`config.mk`:
```
export PLATFORM = sky130hd
export DESIGN_NAME = systolic_sequencer
export DESIGN_NICKNAME = d
export VERILOG_FILES = /design/src/rtl/systolic_pkg.sv /design/src/rtl/systolic_skew_gen.sv /design/src/rtl/systolic_sequencer.sv
export SDC_FILE = /design/constraint.sdc
export NUM_CORES = 1
export LEC_CHECK = 0
export ABC_AREA = 1
export CELL_PAD_IN_SITES_DETAIL_PLACEMENT = 1
export CELL_PAD_IN_SITES_GLOBAL_PLACEMENT = 2
export CORE_ASPECT_RATIO = 0.9
export CORE_MARGIN = 2
export CORE_UTILIZATION = 26
export CTS_CLUSTER_DIAMETER = 40
export CTS_CLUSTER_SIZE = 8
export DETAILED_ROUTE_END_ITERATION = 6
export PLACE_DENSITY = 0.86
export SYNTH_ARGS = -nofsm -noshare
export SYNTH_HDL_FRONTEND = slang
export SYNTH_HIERARCHICAL = 1
export SYNTH_SLANG_ARGS = --single-unit
```
`constraint.sdc`:
```
create_clock -name clk -period 2.5 [get_ports clk]
set_clock_uncertainty 0.15 [all_clocks]
set_input_delay 0.25 -clock clk [delete_from_list [all_inputs] [get_ports clk]]
set_output_delay 0.25 -clock clk [all_outputs]
set_load 0.01 [all_outputs]
```
`src/rtl/systolic_pkg.sv`:
```
`default_nettype none
// ============================================================================
// Module   : systolic_pkg
// Brief    : Shared state encoding, default sizes and helpers for the
//            systolic matrix-multiply sequencer.
// Revision : 1.0
// ============================================================================
package systolic_pkg;

   typedef enum logic [2:0] {
      IDLE    = 3'd0,
      CLEAR   = 3'd1,
      FEED    = 3'd2,
      DRAIN   = 3'd3,
      CAPTURE = 3'd4,
      RESULT  = 3'd5
   } seq_state_e;

   localparam int DEF_N          = 3;
   localparam int DEF_DATA_WIDTH = 8;
   localparam int DEF_ACC_WIDTH  = 32;

   // Skewed feed of an n x n operand pair spans 3n-2 cycles.
   function automatic int feed_cycles(input int n);
      return 3 * n - 2;
   endfunction

endpackage
`default_nettype wire

```
`src/rtl/systolic_skew_gen.sv`:
```
`default_nettype none
// ============================================================================
// Module   : systolic_skew_gen
// Brief    : Maps feed step k and a lane number to the operand buffer index
//            (k - lane) plus a flag saying whether that index is in range.
// Revision : 1.0
// ============================================================================
module systolic_skew_gen
   import systolic_pkg::*;
#(
   parameter int N    = DEF_N,
   parameter int KW   = 3,
   parameter int LANE = 0
) (
   input  logic [KW-1:0]        k,
   output logic [$clog2(N)-1:0] idx,
   output logic                 in_range
);

   localparam logic [KW-1:0] c_lane = KW'(LANE);
   localparam logic [KW-1:0] c_n    = KW'(N);

   logic [KW-1:0] w_diff;

   assign w_diff   = k - c_lane;
   assign in_range = (k >= c_lane) && (w_diff < c_n);
   assign idx      = w_diff[$clog2(N)-1:0];

endmodule
`default_nettype wire

```
`src/rtl/systolic_sequencer.sv`:
```
`default_nettype none
// ============================================================================
// Module   : systolic_sequencer
// Brief    : Buffers A/B, feeds them skewed into an output-stationary array,
//            captures the accumulators and offers them on a result port.
//            Define SYSTOLIC_SEQ_STALL_EN to add a FEED/DRAIN stall input.
// Revision : 1.0
// ============================================================================
module systolic_sequencer
   import systolic_pkg::*;
#(
   parameter int N          = DEF_N,
   parameter int DATA_WIDTH = DEF_DATA_WIDTH,
   parameter int ACC_WIDTH  = DEF_ACC_WIDTH,
   parameter int DRAIN_CYC  = 2
) (
   input  logic                       clk,
   input  logic                       rst,
   input  logic                       ld_valid,
   output logic                       ld_ready,
   input  logic                       ld_sel,
   input  logic [$clog2(N)-1:0]       ld_row,
   input  logic [$clog2(N)-1:0]       ld_col,
   input  logic [DATA_WIDTH-1:0]      ld_data,
   input  logic                       start,
`ifdef SYSTOLIC_SEQ_STALL_EN
   input  logic                       stall,
`endif
   output logic                       busy,
   output logic                       done,
   output logic                       arr_clr,
   output logic                       arr_en,
   output logic [N*DATA_WIDTH-1:0]    arr_left,
   output logic [N*DATA_WIDTH-1:0]    arr_top,
   input  logic [N*N*ACC_WIDTH-1:0]   arr_acc,
   output logic                       res_valid,
   input  logic                       res_ready,
   output logic [N*N*ACC_WIDTH-1:0]   res_data
);

   localparam int DW  = DATA_WIDTH;
   localparam int IW  = $clog2(N);
   localparam int KW  = $clog2(3 * N - 1);
   localparam int DCW = $clog2(DRAIN_CYC + 1);

   localparam logic [KW-1:0]  c_last_k = KW'(feed_cycles(N) - 1);
   localparam logic [DCW-1:0] c_last_d = DCW'(DRAIN_CYC - 1);
   localparam logic [IW:0]    c_n_ld   = (IW + 1)'(N);

   seq_state_e                 r_state;
   logic [KW-1:0]              r_k;
   logic [DCW-1:0]             r_dcnt;
   logic                       r_ld_ready;
   logic                       r_busy;
   logic                       r_arr_clr;
   logic                       r_arr_en;
   logic                       r_res_valid;
   logic [N*DW-1:0]            r_arr_left;
   logic [N*DW-1:0]            r_arr_top;
   logic [N*N*ACC_WIDTH-1:0]   r_res_data;
   logic [DW-1:0]              r_a [N][N];
   logic [DW-1:0]              r_b [N][N];

   logic                       w_stall;
   logic                       w_ld_we;
   logic [KW-1:0]              w_k_feed;
   logic [N*DW-1:0]            w_left;
   logic [N*DW-1:0]            w_top;

`ifdef SYSTOLIC_SEQ_STALL_EN
   assign w_stall = stall && ((r_state == FEED) || (r_state == DRAIN));
`else
   assign w_stall = 1'b0;
`endif

   assign w_ld_we  = ld_valid && r_ld_ready &&
                     ({1'b0, ld_row} < c_n_ld) && ({1'b0, ld_col} < c_n_ld);

   // Operands are computed for the step about to be presented: 0 when leaving CLEAR.
   assign w_k_feed = (r_state == FEED) ? r_k + KW'(1) : '0;

   always_ff @(posedge clk or negedge rst) begin
      if (!rst) begin
         for (int i = 0; i < N; i++) begin
            for (int j = 0; j < N; j++) begin
               r_a[i][j] <= '0;
               r_b[i][j] <= '0;
            end
         end
      end else if (w_ld_we) begin
         if (ld_sel) r_b[ld_row][ld_col] <= ld_data;
         else        r_a[ld_row][ld_col] <= ld_data;
      end
   end

   for (genvar g = 0; g < N; g++) begin : g_lane
      logic [IW-1:0] w_a_col;
      logic [IW-1:0] w_b_row;
      logic          w_a_ok;
      logic          w_b_ok;

      systolic_skew_gen #(.N(N), .KW(KW), .LANE(g)) u_left (
         .k        (w_k_feed),
         .idx      (w_a_col),
         .in_range (w_a_ok)
      );

      systolic_skew_gen #(.N(N), .KW(KW), .LANE(g)) u_top (
         .k        (w_k_feed),
         .idx      (w_b_row),
         .in_range (w_b_ok)
      );

      assign w_left[g*DW +: DW] = w_a_ok ? r_a[g][w_a_col] : '0;
      assign w_top[g*DW +: DW]  = w_b_ok ? r_b[w_b_row][g] : '0;
   end

   always_ff @(posedge clk or negedge rst) begin
      if (!rst) begin
         r_state     <= IDLE;
         r_k         <= '0;
         r_dcnt      <= '0;
         r_ld_ready  <= 1'b0;
         r_busy      <= 1'b0;
         r_arr_clr   <= 1'b0;
         r_arr_en    <= 1'b0;
         r_res_valid <= 1'b0;
         r_arr_left  <= '0;
         r_arr_top   <= '0;
         r_res_data  <= '0;
      end else begin
         case (r_state)
            IDLE: begin
               if (start) begin
                  r_state    <= CLEAR;
                  r_arr_clr  <= 1'b1;
                  r_busy     <= 1'b1;
                  r_ld_ready <= 1'b0;
               end else begin
                  r_ld_ready <= 1'b1;
               end
            end
            CLEAR: begin
               r_state    <= FEED;
               r_arr_clr  <= 1'b0;
               r_arr_en   <= 1'b1;
               r_k        <= '0;
               r_arr_left <= w_left;
               r_arr_top  <= w_top;
            end
            FEED: begin
               if (!w_stall) begin
                  if (r_k == c_last_k) begin
                     r_state    <= DRAIN;
                     r_dcnt     <= '0;
                     r_arr_left <= '0;
                     r_arr_top  <= '0;
                  end else begin
                     r_k        <= w_k_feed;
                     r_arr_left <= w_left;
                     r_arr_top  <= w_top;
                  end
               end
            end
            DRAIN: begin
               if (!w_stall) begin
                  if (r_dcnt == c_last_d) begin
                     r_state  <= CAPTURE;
                     r_arr_en <= 1'b0;
                  end else begin
                     r_dcnt <= r_dcnt + DCW'(1);
                  end
               end
            end
            CAPTURE: begin
               r_res_data  <= arr_acc;
               r_res_valid <= 1'b1;
               r_state     <= RESULT;
            end
            RESULT: begin
               if (res_ready) begin
                  r_state     <= IDLE;
                  r_res_valid <= 1'b0;
                  r_busy      <= 1'b0;
                  r_ld_ready  <= 1'b1;
               end
            end
            default: r_state <= IDLE;
         endcase
      end
   end

   // A stall must gate the array in the very cycle it is raised.
   assign arr_en    = r_arr_en && !w_stall;
   assign ld_ready  = r_ld_ready;
   assign busy      = r_busy;
   assign done      = r_res_valid && res_ready;
   assign arr_clr   = r_arr_clr;
   assign arr_left  = r_arr_left;
   assign arr_top   = r_arr_top;
   assign res_valid = r_res_valid;
   assign res_data  = r_res_data;

endmodule
`default_nettype wire
```
==> results of run 1 <==
-- metal layers --
metal | global-route usage | vias to the layer above | wire length [um]
li1 | - | 7640 | -
met1 | 0.264 | 8744 | 37300
met2 | 0.324 | 593 | 39300
met3 | 0.0882 | 136 | 8560
met4 | 0.0537 | 10 | 1890
met5 | 0 | - | 60
-- cells in the final DEF (no fill, tap or decap), drive strengths merged --
master         instances
clkdlybuf4s50        646
nand2                539
dfrtp                493
mux2                 288
o21ai                151
inv                  146
clkbuf               122
buf                   85
nand3                 55
nand4                 53
nor2                  43
clkinv                23
diode                 11
ha                    11
bufinv                10
a21oi                  5
clkinvlp               3
or2                    1
xnor2                  1
o21a                   1
o22a                   1
dlygate4sd3            1
-- state kept, by name, indices dropped and copies added, names as in the netlist --
name	flops
r_dcnt	2
arr_clr	1
r_state	3
arr_top	24
r_k	3
r_a	72
busy	1
res_data	288
arr_en	1
r_b	72
res_valid	1
ld_ready	1
arr_left	24
-- kinds of logic after synthesis --
| kind of cell | Yosys count | share of synthesized area |
|---|---|---|
| AOI/OAI and AO/OA | 158 | 0.0385 |
| xor gates and xnor gates | 1 | 0.000418 |
| adders and majority gates | 11 | 0.00656 |
| buffers and inverters | 249 | 0.0548 |
| DFF | 493 | 0.588 |
| muxes | 288 | 0.172 |
| and+or+nand+nor | 691 | 0.139 |
-- power by group --
group / switching, W / leakage [nW] / internal [W] / total, W
Clock: 0.00425 / 1.50 / 0.00814 / 0.0124
Sequential: 0.00194 / 5.77 / 0.0113 / 0.0132
Combinational: 0.00788 / 7.46 / 0.00881 / 0.0167
-- worst reg2reg max path: stages (launching register included) --
cell and delay, ns:
dfrtp_1 0.40, ha_1 0.29, or2_4 0.27, inv_4 0.09, buf_4 0.18, inv_1 0.09
ha_1 0.28, nand2_1 0.08, a21oi_4 0.23, nand4_1 0.14, nand2_1 0.09
-- through the flow --
step           setup TNS, ns  power (W)   util
6_report                   0     0.0423  0.403
5_1_grt                    0     0.0445  0.403
4_1_cts                    0     0.0426  0.402
3_5_place_dp          -0.209     0.0297  0.364
3_3_place_gp               0     0.0292  0.364
2_1_floorplan              0     0.0205      -
-- path summary, 6_finish.rpt --
kind / from / endpoint / slack (ns) / cells past startpoint
max: r_k[1] / arr_top[22] / 0.15 / 10
min: arr_acc[79] / res_data[79] / 0.07 / 2
max reg2reg: r_k[1] / arr_top[22] / 0.15 / 10
min reg2reg: arr_top[16] / arr_top[16] / 0.33 / 2
max in group asynchronous: rst / res_data[60] / 1.23 / 3
min in group asynchronous: rst / res_data[117] / 0.08 / 2
-- repair_timing --
action / 4_1_cts / 5_1_grt
endpoints found under the setup margin: 11 / 30
gates resized for setup: 2 / 12
hold buffers: 1 / 0
setup buffers: 0 / 0
gates cloned: 0 / 0
endpoints found under the hold margin: 69 / 0
pin swaps: 0 / 2
-- area by class of cell --
type                            count  area share
Sequential cell                   493       0.384
Clock inverter                     34      0.0162
Timing Repair Buffer              732       0.227
Tap cell                         1050      0.0409
Inverter                          148      0.0174
Antenna cell                       11    0.000857
Multi-Input combinational cell   1149       0.235
Clock buffer                      122      0.0792
==> results.yml, run 1 <==
clock_tree:
  cts_tree: "yes"
  cts.clk_slew.worst_paths_ns: 0.05
  cts_root_buffer: "clkbuf_16"
  cts-htree-levels: 3
  cts_made_buffers: 92
  clock_sink_count: 493
  ctsLongestPathBuffers: 3
  worst_skew_pair.late_latency_ns: 0.64
drt:
  detail_route.vias_per_cell: 4.58
  drt-wirelength-per-cell_um: 23.3
  ant_nets: 0
  first_iter_violations: 923
  drt-pass1-iter-count: 5
  total_drc_errors_in_the_routed_layout: 0
  routed-via-count: 17123
  drt-total-wl_um: 87200
cells_and_area:
  multi_input_comb_area_um2: 7540
  final_area_um2: 32100
  final-seq-area_um2: 12300
  post_route_cells_drive_above_1_share: 0.210
  finish.net_count: 2933
  area_growth_synth_to_finish_pct: 53.2
  fillerInstances: 8684
  post_layout_nonfiller_instances: 3739
logic_synthesis:
  edff_count_synth: 0
  synthesis.area_um2: 21000
  synthArstFlopShare: 1.00
  synthTopCellsByArea: "dfrtp_1 59%, mux2_2 10%, nand2_1 9.6%, mux2_4 7.0%, o21ai_0 3.0%"
  synth_fp_nets: 2208
  synth-warning-count: 6
  top_count_cell_post_synth: "nand2_1"
  seq_area_frac_synth: 0.588
  avgSynthCellArea_um2: 11.1
  ys_types: 30
  netlist.top_cell.by_area: "dfrtp_1"
  yosys.area.top_type_share: 0.588
  synth_common_cells: "534 x nand2_1, 493 x dfrtp_1, 190 x mux2_2"
  syn-instance-count: 1891
  post_synth_top_flop: "dfrtp_1"
  synth_seq_cells: 493
worst_setup_path:
  worst-path-max-fanout: 8
  critical-path-top-delay-family: "simple AND/OR/NAND/NOR gates"
  crit_path_start_kind: "register"
  worst_ep_required_time_ns: 2.92
  critPathSlowestCell: "dfrtp_1"
  timing.critical_path.to_type: "register"
  cp_slowest_stage_delay_ns: 0.40
  critical_path_class: "reg2reg"
  critical_path_arrival_ns: 2.77
  crit_buf_inv: 3
  worstPathCellList: "ha_1 -> or2_4 -> inv_4 -> buf_4 -> inv_1 -> ha_1 -> nand2_1 -> a21oi_4 -> nand4_1 -> nand2_1"
placement:
  placed_cells: 3571
  detailed_place.area_um2: 29000
  dp_worst_setup_slack_ns: -0.0402
  gp_congestion: 0.980
  port-buffer-count: 647
  detailed_placement_wirelength_estimate_um: 65400
floorplan:
  fp.coreArea_um2: 79700
  die-area_um2: 83000
  start_util: 0.263
  dieHeight_um: 273
  die_w_um: 303
  core.rowCount: 98
  floorplan.io_pins: 648
sta:
  slew-limit-headroom: 0.495
  min_period_ns: 2.35
  grt_setup_unrepaired: "false"
  finalCritPeriodShare: 0.941
  drv_slew: 0
  finalHoldViolations: 0
  setup_violations: 0
  fmax_mhz: 425
  postLayoutSetupSlackWorst_ns: 0.146
  hold_slack_ns: 0.0698
  worst_pin_slew_ns: 0.758
global_routing:
  grt_max_degree: 68
  first_global_vias: 18686
  grtUsageTotal: 0.208
  wire_length_of_the_first_global_routing_pass_um: 127000
  grt_antenna_before_repair: 19
  overflow: 0
worst_hold_path:
  worstHoldPathType: "in2reg"
outcome:
  run_status: "complete, no violations"
flow_run:
  maxCapViolations: 0
power_and_ir_drop:
  ratio_of_total_power_to_cell_area_nw_per_um2: 1320
  power.static_leakage_nw: 14.7
  vdd.ir_drop.worst_v: 0.000688
Power figures use the tool's default switching activity.
==> run 2: changes to the inputs <==
--- a/config.mk
+++ b/config.mk
@@ -14,7 +14,9 @@
 export CTS_CLUSTER_DIAMETER = 40
 export CTS_CLUSTER_SIZE = 8
 export DETAILED_ROUTE_END_ITERATION = 6
+export MAX_ROUTING_LAYER = met4
 export PLACE_DENSITY = 0.86
+export SLEW_MARGIN = 20
 export SYNTH_ARGS = -nofsm -noshare
 export SYNTH_HDL_FRONTEND = slang
 export SYNTH_HIERARCHICAL = 1
==> run 2 against run 1 <==
Net effect:
- clock power decreased by 7%
- final cell count is 0.16% lower
- non-clock buffer count grew 2
- critical path depth rose by 1
- wire length fell by 0.11%
- die area stayed put
- combinational power barely moved
- hold slack worse by 0.046 ns
- sequential power about the same
- via count is 0.94% lower
- sequential share of layout area grew 0.21 points
- global-route usage increased by 0.62 points
- critical endpoint unchanged
==> results.yml, run 2 (synthesized netlist as in run 1, its figures left out) <==
worst_setup_path:
  worstPathCellList: "inv_2 -> ha_1 -> or2_4 -> inv_4 -> buf_4 -> inv_1 -> ha_1 -> nand2_1 -> a21oi_4 -> nand4_1 -> nand2_1"
  regToRegSetupSlack_ns: 0.10
  worst_ep_required_time_ns: 2.92
  critical_path_arrival_ns: 2.81
  crit_path_start_kind: "register"
  cp_slowest_stage_delay_ns: 0.36
  critPathSlowestCell: "dfrtp_1"
  worst-path-max-fanout: 8
  critical_path_class: "reg2reg"
  timing.critical_path.to_type: "register"
power_and_ir_drop:
  power.static_leakage_nw: 14.6
  vdd.ir_drop.worst_v: 0.000787
  p_total_w: 0.0414
  ratio_of_total_power_to_cell_area_nw_per_um2: 1300
clock_tree:
  clock_sink_count: 493
  cts_made_buffers: 86
  cts_tree: "yes"
  cts_root_buffer: "clkbuf_16"
  cts-htree-levels: 3
  ctsLongestPathBuffers: 3
  worst_skew_pair.late_latency_ns: 0.63
  cts.clk_slew.worst_paths_ns: 0.05
sta:
  setup_violations: 0
  slew-limit-headroom: 0.596
  min_period_ns: 2.40
  drv_slew: 0
  finalHoldViolations: 0
  finalCritPeriodShare: 0.958
  fmax_mhz: 417
  worst_pin_slew_ns: 0.605
worst_hold_path:
  worstHoldPathType: "in2async"
floorplan:
  core.rowCount: 98
  floorplan.io_pins: 648
  die-area_um2: 83000
  start_util: 0.263
  dieHeight_um: 273
  die_w_um: 303
  fp.coreArea_um2: 79700
outcome:
  run_status: "complete, no violations"
drt:
  ant_nets: 0
  drt-pass1-iter-count: 4
  drt-total-wl_um: 87100
  drt-wirelength-per-cell_um: 23.3
  routed-via-count: 16962
  detail_route.vias_per_cell: 4.54
  total_drc_errors_in_the_routed_layout: 0
  first_iter_violations: 917
cells_and_area:
  post_route_cells_drive_above_1_share: 0.208
  area_growth_synth_to_finish_pct: 52.4
  layout_commonest_cell: "clkdlybuf4s50_1"
  finish.net_count: 2929
  flip_flop_count_of_the_largest_register_after_layout: 288
  final_cell_mix: "646 x clkdlybuf4s50_1, 533 x nand2_1, 493 x dfrtp_1"
  finish.utilization: 0.401
global_routing:
  grtUsageTotal: 0.214
  grt_max_degree: 64
  first_global_vias: 18476
  wire_length_of_the_first_global_routing_pass_um: 127000
  grt_antenna_before_repair: 23
  overflow: 0
placement:
  gp_congestion: 0.993
  port-buffer-count: 647
  detailed_placement_wirelength_estimate_um: 65200
flow_run:
  maxCapViolations: 0
## run 2: per-layer routing
| metal | global-route usage | routed length [um] | up-vias |
|---|---|---|---|
| met5 | - | 0 | - |
| met4 | 0.0651 | 2100 | 0 |
| met1 | 0.263 | 37800 | 8628 |
| li1 | - | - | 7617 |
| met2 | 0.323 | 39200 | 584 |
| met3 | 0.0833 | 7990 | 133 |
## run 2: path summary, 6_finish.rpt
kind,cells past startpoint,startpoint,endpoint
min,2,rst,r_b[63]
min reg2reg,2,arr_top[5],arr_top[5]
min in group clk,2,arr_acc[31],res_data[31]
max reg2reg,11,r_k[0],arr_top[22]
max,11,r_k[0],arr_top[22]
max in group asynchronous,4,rst,res_data[230]
## run 2: area by class of cell
class	count	area (um^2)
Tap cell	1050	1310
Sequential cell	493	12300
Fill cell	8679	47700
Timing Repair Buffer	734	7350
Clock inverter	26	363
Inverter	148	562
Multi-Input combinational cell	1149	7540
Clock buffer	115	2440
Antenna cell	18	45.0
## run 2: critical path, delay by kind of cell (launching register included)
family / cells / cell delay (ns)
compound gates: 1 / 0.25
fa+ha+maj: 2 / 0.59
buf+inv: 4 / 0.41
flops: 1 / 0.36
simple gates: 4 / 0.57
## run 2: power by group
group | switching, W | internal [W] | leakage, nW | total [W]
sequential | 0.00196 | 0.0113 | 5.77 | 0.0132
combinational | 0.00787 | 0.00884 | 7.49 | 0.0167
clock | 0.00404 | 0.00741 | 1.38 | 0.0115
total | 0.0139 | 0.0275 | 14.6 | 0.0414
## run 2: through the flow
stage / instance area [um^2] / setup TNS (ns) / std cells / hold WS (ns) / setup WS, ns
after floorplan: 21000 / 0 / 1891 / -0.196 / 0.0799
after global placement: 29000 / 0 / 3572 / 0.0843 / 0.0581
after detailed placement: 29000 / -0.960 / 3572 / 0.101 / -0.0823
after CTS: 31900 / 0 / 3714 / 0.0188 / 0.0178
after global routing: 32000 / -0.00104 / 3733 / 0.0421 / -0.00104
final: 32000 / 0 / 3733 / 0.0239 / 0.105
## run 2: repair_timing
action                                  4_1_cts  5_1_grt
setup buffers                                 0        1
hold buffers                                  1        0
endpoints found under the setup margin       22       32
pin swaps                                     2        4
endpoints found under the hold margin       289        0
gates resized for setup                       6       10
==> run 3: changes to the inputs <==
--- a/config.mk
+++ b/config.mk
@@ -8,7 +8,7 @@
 export ABC_AREA = 1
 export CELL_PAD_IN_SITES_DETAIL_PLACEMENT = 1
 export CELL_PAD_IN_SITES_GLOBAL_PLACEMENT = 2
-export CORE_ASPECT_RATIO = 0.9
+export CORE_ASPECT_RATIO = 1.4
 export CORE_MARGIN = 2
 export CORE_UTILIZATION = 26
 export CTS_CLUSTER_DIAMETER = 40
==> run 3 against run 2 <==
Net effect:
- utilization down 0.19 points
- sequential power about the same
- largest power group unchanged
- worst setup slack improved by 0.084 ns
- wire length up 0.14%
==> results.yml, run 3 (synthesized netlist as in run 1, its figures left out) <==
drt:
  drt-wirelength-per-cell_um: 23.3
  detail_route.vias_per_cell: 4.54
  total_drc_errors_in_the_routed_layout: 0
  met2_length_um: 42000
  drt-total-wl_um: 87200
  first_iter_violations: 618
  ant_nets: 0
  met3WireLength_um: 8200
  drt-pass1-iter-count: 5
  routed-via-count: 17011
  dr.max_layer_used: "met4"
  wirelength_met1_um: 34900
worst_hold_path:
  hold_path_startpoint: "arr_acc[67]"
  worstHoldPathType: "in2reg"
  hold-path-endpoint: "res_data[67]"
  hold_path_depth: 2
clock_tree:
  cts_root_buffer: "clkbuf_16"
  worst_skew_pair.late_latency_ns: 0.64
  cts.clk_slew.worst_paths_ns: 0.05
  cts-htree-levels: 3
  ctsLongestPathBuffers: 3
  cts_tree: "yes"
  cts_made_buffers: 85
  clock_sink_count: 493
cells_and_area:
  final_cell_mix: "646 x clkdlybuf4s50_1, 533 x nand2_1, 492 x dfrtp_1"
  final_area_um2: 32000
  finish.net_count: 2938
  fillerInstances: 8679
  post_route_cells_drive_above_1_share: 0.208
  flip_flop_count_of_the_largest_register_after_layout: 288
  area_growth_synth_to_finish_pct: 52.6
  layout_commonest_cell: "clkdlybuf4s50_1"
worst_setup_path:
  worst-path-max-fanout: 11
  rr_worst_depth: 12
  regToRegSetupSlack_ns: 0.19
  critical_path.reg2reg.startpoint: "r_k[1]"
  capture_instance_of_the_worst_register_to_register_path: "arr_left[18]"
  timing.critical_path.to_type: "register"
  critical_path_arrival_ns: 2.72
  critical_path_class: "reg2reg"
  crit_path_start_kind: "register"
  worst_ep_required_time_ns: 2.91
sta:
  setup_violations: 0
  min_period_ns: 2.31
  slew-limit-headroom: 0.639
  worst_pin_slew_ns: 0.540
  finalCritPeriodShare: 0.924
  drv_slew: 0
  grt_setup_unrepaired: "false"
  fmax_mhz: 433
  hold_slack_ns: 0.0740
  finalHoldViolations: 0
global_routing:
  wire_length_of_the_first_global_routing_pass_um: 128000
  grtUsageTotal: 0.214
  overflow: 0
  grt_max_degree: 77
  first_global_vias: 19071
  grt_antenna_before_repair: 16
placement:
  detailed_placement_wirelength_estimate_um: 64900
  port-buffer-count: 647
  gp_congestion: 0.932
  detailed_place.area_um2: 29200
flow_run:
  maxCapViolations: 0
power_and_ir_drop:
  ratio_of_total_power_to_cell_area_nw_per_um2: 1290
  power.static_leakage_nw: 14.6
  p_total_w: 0.0412
  vdd.ir_drop.worst_v: 0.000755
floorplan:
  dieHeight_um: 340
  die_w_um: 244
  fp.coreArea_um2: 80200
  floorplan.io_pins: 648
  start_util: 0.262
  core.rowCount: 123
  die-area_um2: 83000
outcome:
  run_status: "complete, no violations"
run 3: cell count changes in the layout (fill, tap and decap cells not counted), moves of 5 or more:
cell | previous run | this run
clkinv_2 | 11 | 6
buf_12 | 17 | 24
diode_2 | 18 | 13
clkbuf_8 | 14 | 8
run 3: final cells by class:
| cell class | instances | area (um^2) | share of cell area |
|---|---|---|---|
| antenna | 13 | 32.5 | 0.00102 |
| clock buffer | 110 | 2320 | 0.0726 |
| clock inverter | 25 | 365 | 0.0114 |
| inverter | 148 | 561 | 0.0175 |
| multi-input combinational | 1149 | 7540 | 0.236 |
| sequential | 493 | 12300 | 0.386 |
| tap | 1062 | 1330 | 0.0415 |
| timing repair buffer | 744 | 7520 | 0.235 |
run 3: how the worst max path moves through the flow:
stage	start	endpoint	depth (start not counted)
4_1_cts	r_k[0]	arr_top[15]	13
5_1_grt	r_k[0]	arr_left[13]	14
3_3_place_gp	r_k[0]	arr_left[10]	14
3_5_place_dp	r_k[0]	arr_top[14]	13
6_report	r_k[1]	arr_left[18]	12
2_1_floorplan	r_state[1]	arr_left[10]	14
run 3: layer usage:
layer	vias to the layer above	global-route usage
li1	7624	-
met1	8677	0.240
met2	586	0.347
met3	124	0.0888
met4	0	0.0648
met5	-	-
run 3: worst max-delay path, stage by stage (launching register included):
cell	delay (ns)
dfrtp_1	0.39
buf_4	0.14
ha_1	0.18
xnor2_1	0.12
nor2_1	0.18
buf_12	0.18
inv_1	0.05
ha_1	0.26
nand2_1	0.06
nor2_2	0.15
buf_4	0.15
nand4_1	0.12
nand2_1	0.10
run 3: through the flow:
| step | utilization | worst slack (ns) | std cells | TNS [ns] |
|---|---|---|---|---|
| floorplan | - | 0.0799 | 1891 | 0 |
| global route | 0.399 | 0.0174 | 3744 | 0 |
| finish | 0.399 | 0.189 | 3744 | 0 |
| CTS | 0.398 | 0.0108 | 3731 | 0 |
| detailed placement | 0.364 | -0.0167 | 3594 | -0.0366 |
| global placement | 0.364 | 0.0789 | 3594 | 0 |
run 3: repair_timing:
action,in CTS,in global routing
setup buffers,0,0
endpoints found under the setup margin,10,32
pin swaps,0,6
hold buffers,2,0
endpoints found under the hold margin,322,0
gates resized for setup,1,14
run 3: report_power, final:
group          switching, W  leakage [nW]  internal, W
Combinational       0.00802          7.57      0.00891
Clock               0.00413          1.29      0.00694
Sequential          0.00194          5.76       0.0113
